<file path="src/rtl/fetch_redirect_unit.sv">
// ---------------------------------------------------------------------------
// fetch_redirect_unit
//
// Instruction-fetch stage. Holds the PC, issues one word request at a time to
// instruction memory and buffers returned instructions (with their PC) in a
// small FIFO for decode. A taken branch/jump from EX redirects the PC, flushes
// the FIFO and marks any in-flight request as wrong-path so that its response
// is discarded.
//
// Ports:
//   clk, rst_n                 core clock, asynchronous active-low reset
//   br_valid, br_res, br_target branch resolution from EX (redirect when both set)
//   imem_req_valid/ready/addr  fetch request channel (word aligned)
//   imem_rsp_valid/data        in-order fetch response
//   if_valid/ready, if_instr, if_pc  instruction stream to decode (FIFO head)
//   redirect_cnt, drop_cnt     (FETCH_REDIRECT_CNT_EN only) saturating counters
//                              of redirects and of discarded responses
//
// Optional feature macro: FETCH_REDIRECT_CNT_EN
// ---------------------------------------------------------------------------
module fetch_redirect_unit #(
  parameter logic [31:0] RESET_PC   = 32'h0000_0000,
  parameter int unsigned FIFO_DEPTH = 2
) (
  input  logic        clk,
  input  logic        rst_n,
  input  logic        br_valid,
  input  logic        br_res,
  input  logic [31:0] br_target,
  output logic        imem_req_valid,
  input  logic        imem_req_ready,
  output logic [31:0] imem_req_addr,
  input  logic        imem_rsp_valid,
  input  logic [31:0] imem_rsp_data,
  output logic        if_valid,
  input  logic        if_ready,
  output logic [31:0] if_instr,
  output logic [31:0] if_pc
`ifdef FETCH_REDIRECT_CNT_EN
  ,
  output logic [31:0] redirect_cnt,
  output logic [31:0] drop_cnt
`endif
);

  localparam int PW = (FIFO_DEPTH > 1) ? $clog2(FIFO_DEPTH) : 1;
  localparam int CW = $clog2(FIFO_DEPTH + 1);
  localparam logic [CW-1:0] DEPTH_C = CW'(FIFO_DEPTH);

  typedef enum logic [1:0] {S_REQ, S_WAIT, S_DROP} state_t;

  state_t          r_state, w_state_nxt;
  logic [31:0]     r_pc, w_pc_nxt;
  logic [PW-1:0]   r_wptr, r_rptr;
  logic [CW-1:0]   r_count, w_count_nxt;
  logic [31:0]     r_buf_instr [FIFO_DEPTH];
  logic [31:0]     r_buf_pc    [FIFO_DEPTH];

  logic w_redirect, w_req_hs, w_push, w_pop, w_drop;

  function automatic logic [31:0] sat_inc(input logic [31:0] v);
    return (v == 32'hFFFF_FFFF) ? v : v + 32'd1;
  endfunction

  assign w_redirect = br_valid & br_res;

  // Request is gated by rst_n so nothing is issued while reset is held.
  assign imem_req_valid = rst_n & (r_state == S_REQ) & (r_count < DEPTH_C);
  assign imem_req_addr  = r_pc;
  assign w_req_hs       = imem_req_valid & imem_req_ready;

  assign if_valid = (r_count != '0);
  assign if_instr = r_buf_instr[r_rptr];
  assign if_pc    = r_buf_pc[r_rptr];

  // A redirect flushes the FIFO, so a pop in the same cycle is meaningless.
  assign w_pop  = if_valid & if_ready & ~w_redirect;
  assign w_push = (r_state == S_WAIT) & imem_rsp_valid & ~w_redirect;
  assign w_drop = imem_rsp_valid &
                  (((r_state == S_WAIT) & w_redirect) | (r_state == S_DROP));

  always_comb begin
    w_state_nxt = r_state;
    case (r_state)
      S_REQ:   if (w_req_hs) w_state_nxt = w_redirect ? S_DROP : S_WAIT;
      S_WAIT:  if (imem_rsp_valid) w_state_nxt = S_REQ;
               else if (w_redirect) w_state_nxt = S_DROP;
      S_DROP:  if (imem_rsp_valid) w_state_nxt = S_REQ;
      default: w_state_nxt = S_REQ;
    endcase
  end

  always_comb begin
    w_pc_nxt = r_pc;
    if (w_redirect)    w_pc_nxt = {br_target[31:2], 2'b00};
    else if (w_req_hs) w_pc_nxt = r_pc + 32'd4;
  end

  always_comb begin
    w_count_nxt = r_count;
    if (w_redirect)            w_count_nxt = '0;
    else if (w_push && !w_pop) w_count_nxt = r_count + CW'(1);
    else if (w_pop && !w_push) w_count_nxt = r_count - CW'(1);
  end

  always_ff @(posedge clk or negedge rst_n) begin
    if (!rst_n) begin
      r_state <= S_REQ;
      r_pc    <= RESET_PC;
      r_count <= '0;
      r_wptr  <= '0;
      r_rptr  <= '0;
    end else begin
      r_state <= w_state_nxt;
      r_pc    <= w_pc_nxt;
      r_count <= w_count_nxt;
      if (w_redirect) begin
        r_wptr <= '0;
        r_rptr <= '0;
      end else begin
        if (w_push) r_wptr <= r_wptr + PW'(1);
        if (w_pop)  r_rptr <= r_rptr + PW'(1);
      end
    end
  end

  // The PC stored with each entry is pc-4 because pc already advanced at the
  // request handshake.
  always_ff @(posedge clk or negedge rst_n) begin
    if (!rst_n) begin
      for (int i = 0; i < FIFO_DEPTH; i++) begin
        r_buf_instr[i] <= '0;
        r_buf_pc[i]    <= '0;
      end
    end else if (w_push) begin
      r_buf_instr[r_wptr] <= imem_rsp_data;
      r_buf_pc[r_wptr]    <= r_pc - 32'd4;
    end
  end

`ifdef FETCH_REDIRECT_CNT_EN
  logic [31:0] r_redirect_cnt, r_drop_cnt;

  always_ff @(posedge clk or negedge rst_n) begin
    if (!rst_n) begin
      r_redirect_cnt <= '0;
      r_drop_cnt     <= '0;
    end else begin
      if (w_redirect) r_redirect_cnt <= sat_inc(r_redirect_cnt);
      if (w_drop)     r_drop_cnt     <= sat_inc(r_drop_cnt);
    end
  end

  assign redirect_cnt = r_redirect_cnt;
  assign drop_cnt     = r_drop_cnt;
`endif

  // A free slot is reserved when a request is issued, so a push can never
  // land on a full FIFO.
  a_no_overflow: assert property (@(posedge clk) disable iff (!rst_n)
    w_push |-> (r_count < DEPTH_C));

  // With no request outstanding there is nothing for a response to answer.
  a_no_rsp_in_req: assert property (@(posedge clk) disable iff (!rst_n)
    !((r_state == S_REQ) && imem_rsp_valid));

endmodule

</file>
<file path="config.mk">
export PLATFORM = sky130hd
export DESIGN_NAME = fetch_redirect_unit
export DESIGN_NICKNAME = d
export VERILOG_FILES = /design/src/rtl/fetch_redirect_unit.sv
export SDC_FILE = /design/constraint.sdc
export NUM_CORES = 1
export LEC_CHECK = 0
export BUFFER_PORTS_ARGS = -buffer_cell sky130_fd_sc_hd__buf_2
export CAP_MARGIN = 20
export CORE_ASPECT_RATIO = 0.75
export CORE_UTILIZATION = 45
export CTS_CLUSTER_DIAMETER = 50
export DETAILED_ROUTE_END_ITERATION = 10
export GPL_ROUTABILITY_DRIVEN = 0
export PLACE_DENSITY_LB_ADDON = 0.05
export REMOVE_ABC_BUFFERS = 1
export SETUP_SLACK_MARGIN = 0.5
export SLEW_MARGIN = 10
export SYNTH_ARGS = -nofsm -noshare
export SYNTH_HDL_FRONTEND = slang
export SYNTH_SLANG_ARGS = --single-unit
</file>
<file path="constraint.sdc">
create_clock -name clk -period 2.4 [get_ports clk]
set_input_delay 0.48 -clock clk [delete_from_list [all_inputs] [get_ports clk]]
set_output_delay 0.48 -clock clk [all_outputs]
set_load 0.005 [all_outputs]
</file>
=== Word level (Yosys, flattened, before mapping) ===
Cells that the tools add are included.

* Register bits after elaboration: 166
* Logic and storage cells: 72

* Add/sub/neg operators: 6
* Mux-type cells: 25
* Eq/ne operators: 5
* Reductions and logical operators: 12
* $lt $le $gt $ge: 4
* Bitwise logic cells: 11

{| class="wikitable"
|+ Operators with widths
! operator !! count
|-
| $mux 32 || 9
|-
| $bwmux 64 || 2
|-
| $add 32x3->32 const B || 1
|-
| $demux 32 s1 || 1
|-
| $sub 32x3->32 const B || 1
|-
| $mux 2 || 8
|-
| $and 1x1->1 || 8
|-
| $reduce_bool 2->1 || 4
|-
| $pmux 2 s3 || 1
|-
| $ge 2x2->1 const B || 2
|-
| $mux 1 || 4
|-
| $ne 2x2->1 const B || 2
|-
| $not 1->2 || 2
|-
| $logic_and 1x1->1 || 3
|-
| $ne 3x3->1 const B || 1
|-
| $reduce_and 3->1 || 1
|-
| $reduce_bool 3->1 || 1
|-
| $add 1x1->1 const B || 2
|-
| $add 2x1->2 const B || 1
|-
| $eq 2x1->1 const B || 1
|-
| $eq 2x2->1 const B || 1
|-
| $logic_not 1->1 || 2
|-
| $logic_not 2->1 || 1
|-
| $lt 2x1->1 const B || 1
|-
| 3 further kinds || 3
|}

=== Depth between registers and ports, before layout ===
* Depth after elaboration: 8
* Gate-level depth with buffers: 8
* Mapped depth without buffers: 7

=== Worst setup path after synthesis ===
No wires, ideal clock.

* Path type: reg2reg
* From: reg r_pc[2] (netlist: imem_req_addr[2])
* To: reg r_buf_pc[30] in the netlist's numbering
* Path buffers: 0
* Data required time: 2.272 ns
* Library setup time: 0.128 ns
* Arrival: 2.092 ns
* Path slack: 0.180 ns
* Stages on the path, launching flop included: 8
* Cells stage by stage: dfrtp_1 inv_1 ha_1 or4b_1 or3_1 nor4_4 xnor2_1 o21ai_1

* Word-level cells in the longest chain between the ends: 2

{| class="wikitable"
|+ Ends and longest elaborated chain
! item !! RTL line !! RTL
|-
| start: declaration || 53 || <nowiki>logic [31:0] r_pc, w_pc_nxt;</nowiki>
|-
| start signal: assignment || 115 || <nowiki>r_pc <= w_pc_nxt;</nowiki>
|-
| $sub 32x3->32 || 137 || <nowiki>r_buf_pc[r_wptr] <= r_pc - 32'd4;</nowiki>
|-
| $bwmux 64 || 137 ||
|-
| end signal: indexed assignment || 137 ||
|-
| end: declaration || 57 || <nowiki>logic [31:0] r_buf_pc [FIFO_DEPTH];</nowiki>
|}

Every way passes these cells.
A chain may end at the register's enable or synchronous reset.

=== Final worst setup path ===
* From: reg r_pc[2] (netlist: imem_req_addr[2])
* To: reg r_buf_pc[54] in the netlist's numbering

Same word-level chain as after synthesis.

==> impl_metrics.toml <==
[global_routing]
overflow = 0
grt_pass1_vias = 6381
antenna_found_initial = 0
grtUsageTotal = 0.241
grt_max_degree = 65
grt_pass1_wl_um = 33600

[drt]
via_count = 6648
routed_wl_um = 22200
ant_nets = 0
drc = 0
wl_per_cell_um = 17.5
drt_iter0_drc = 455
firstDrtPassIters = 5
via_per_inst = 5.24

[placement]
dpl.hpwl_um = 14200
port_buffers = 162
place_ws_ps = 58.7

[die]
die_area_um2 = 18200
die_h_um = 117
core_area_um2 = 17000
ios = 169
die_x_um = 155
initial_utilization = 0.467
row_count = 41

[timing]
fin_skew_ps = 13.7
min_period_ps = 2210
rsz0062_at_grt = "true"
hold_viol = 0
worstMarginPinSlew_ps = 754
period_share = 0.921
max_freq_ghz = 0.452
setup_ws_ps = 189
final-setup-viol-count = 0
drv_slew = 0
max_slew_margin = 0.497

[final_layout]
drive_gt1_frac = 0.461
syn2layout_area_growth_pct = 39.2
nNetsFinal = 1093
num_antenna_cells = 0

[clock_tree]
cts_buffer_depth = 2
clock-root-buffer = "clkbuf_16"
cts.sinks = 160
cts.hold.buffers_added = 0
path_clk_slew_ps = 70
clk-insertion-delay-late_ps = 430
cts.htree.levels = 4
cts_buffers = 17
cts_tree = "built"

[synthesis]
async_flop_share = 1.00
synth_commonest_cells = "nand2_1 (203), dfrtp_1 (160), mux2_2 (94)"
synthMuxAreaShare = 0.134
yosysSeqAreaShare = 0.504
syn_inst = 804
avgSynthCellArea_um2 = 9.89
synth_xor_xnor_area_share = 0.0661
synth_top_family_by_area = "simple AND/OR/NAND/NOR gates"
synth_most_common_cell = "nand2_1"
synth.distinct_cells = 42
synthAdderAreaFrac = 0.00315
synth_edf_count = 0
synthDominantCellAreaShare = 0.504
synthTopCellsByArea = "dfrtp_1 (50%), mux2_2 (13%), nand2_1 (9.6%)"
dominantRegCellSynth = "dfrtp_1"
yosys_register_bits = 160
syn_area_um2 = 7950
synth_compound_area_frac = 0.0609
synth.largest_area_cell = "dfrtp_1"
synth_simple_gate_area_share = 0.189
ys_warn_count = 0

[setup_path]
cp-end-kind = "flip-flop"
crit_required_ps = 2690
crit_arrival_ps = 2500
worstPathCellList = "inv_2, ha_4, or4b_4, or4_4, nor3_2, xnor2_1, o21ai_0"
critPathKind = "reg2reg"
max_stage_delay_ps = 510
worstReg2RegStart = "imem_req_addr[2]"
setup.worst_path.start = "imem_req_addr[2]"
rr_worst_depth = 7
crit_fanout = 4
start_kind = "flip-flop"
r2r_end = "r_buf_pc[54]"
rrSetupSlack_ps = 190
slowest_stage = "or4b_4"

[power]
switchingPower_mw = 3.66
p_seq_frac = 0.387
comb_power_share = 0.391
switching_share = 0.326
p_leak_nw = 5.29
p_per_area_nw_per_um2 = 1020
peakVddDrop_uv = 536
power_mw = 11.2
clkPwrFrac = 0.222
intPower_mw = 7.58

[flow_run]
cap_violations = 0

[outcome]
status = "complete, no violations"

[hold_path]
hold_path.class = "in2async"
-- kinds of logic after synthesis --
family / Yosys count
AO/OA/AOI/OAI: 95
XOR/XNOR: 60
adder cells (fa/ha/maj): 2
buffers and inverters: 74
flip-flops: 160
multiplexers: 95
other: 1
AND/OR/NAND/NOR: 317
-- per-stage QoR --
stage	util	hold WS [ps]	TNS, ps	area [µm²]	instances
2_1_floorplan	-	184	-135570	7650	740
5_1_grt	0.650	236	0	11100	1269
3_3_place_gp	0.539	453	0	9180	1186
6_report	0.650	256	0	11100	1269
3_5_place_dp	0.539	458	0	9180	1186
4_1_cts	0.609	244	0	10400	1245
-- power groups by stage --
stage	Combinational (mW)	Clock, mW	Sequential (mW)
after floorplan	1.90	0	4.34
after global placement	3.32	0	4.30
after detailed placement	3.41	0	4.39
after CTS	3.87	2.54	4.32
after global routing	4.82	2.67	4.48
final	4.39	2.50	4.35
-- area by class of cell --
type | count | area (µm²)
Clock buffer | 18 | 429
Sequential cell | 160 | 4020
Inverter | 7 | 26.3
Timing Repair Buffer | 260 | 1970
Clock inverter | 14 | 108
Fill cell | 1411 | 5970
Multi-Input combinational cell | 574 | 4210
Tap cell | 236 | 295
-- timing repair --
item	CTS	global route
hold endpoints to repair	0	0
setup endpoints to repair	181	149
pin swaps	39	37
buffers inserted	24	18
gates resized for setup	105	91
gates cloned	3	6
-- worst max-delay path: cells and delay by family, from the launching register on --
| family | cells | cell delay [ps] |
|---|---|---|
| flip-flops | 1 | 400 |
| buffers and inverters | 1 | 90 |
| AND/OR/NAND/NOR | 3 | 1180 |
| XOR/XNOR | 1 | 160 |
| adder cells (fa/ha/maj) | 1 | 140 |
| AO/OA/AOI/OAI | 1 | 100 |
-- per-layer routing --
layer / track usage / wire, µm / vias to the layer above
li1: - / - / 3141
met1: 0.347 / 10600 / 3311
met2: 0.379 / 10400 / 183
met3: 0.0501 / 1010 / 13
met4: 0.0431 / 153 / 0
met5: 0 / 0 / -
-- state kept, by name, indices dropped and copies added (netlist names) --
name           flops
r_buf_pc          60
r_buf_instr       64
imem_req_addr     30
r_count            2
r_rptr             1
r_state            2
r_wptr             1
-- how the worst max path moves through the flow --
stage | endpoint | depth (start not counted)
floorplan | r_buf_instr[0] | 4
global placement | r_buf_pc[62] | 7
detailed placement | r_buf_pc[62] | 7
CTS | if_instr[12] | 4
global route | r_buf_pc[22] | 7
finish | r_buf_pc[54] | 7
-- cell usage in the layout (no fill, tap or decap), types with 5 or more instances in the layout --
cell and instances:
xnor2_2 9, or4_4 8, nand4_1 9, o21ai_1 51
buf_6 38, dfrtp_1 151, nor3_4 10, o21ai_0 38
buf_4 60, nor3_1 7, nor3_2 9, buf_12 5
nor2_1 13, nand3_1 10, buf_2 146, xnor2_1 36
nand2_1 199, clkbuf_16 22, xor2_2 7, inv_1 5
nor4_4 13, xor2_1 8, mux2_2 93, dfrtp_2 8
(Power assumes the default switching activity.)
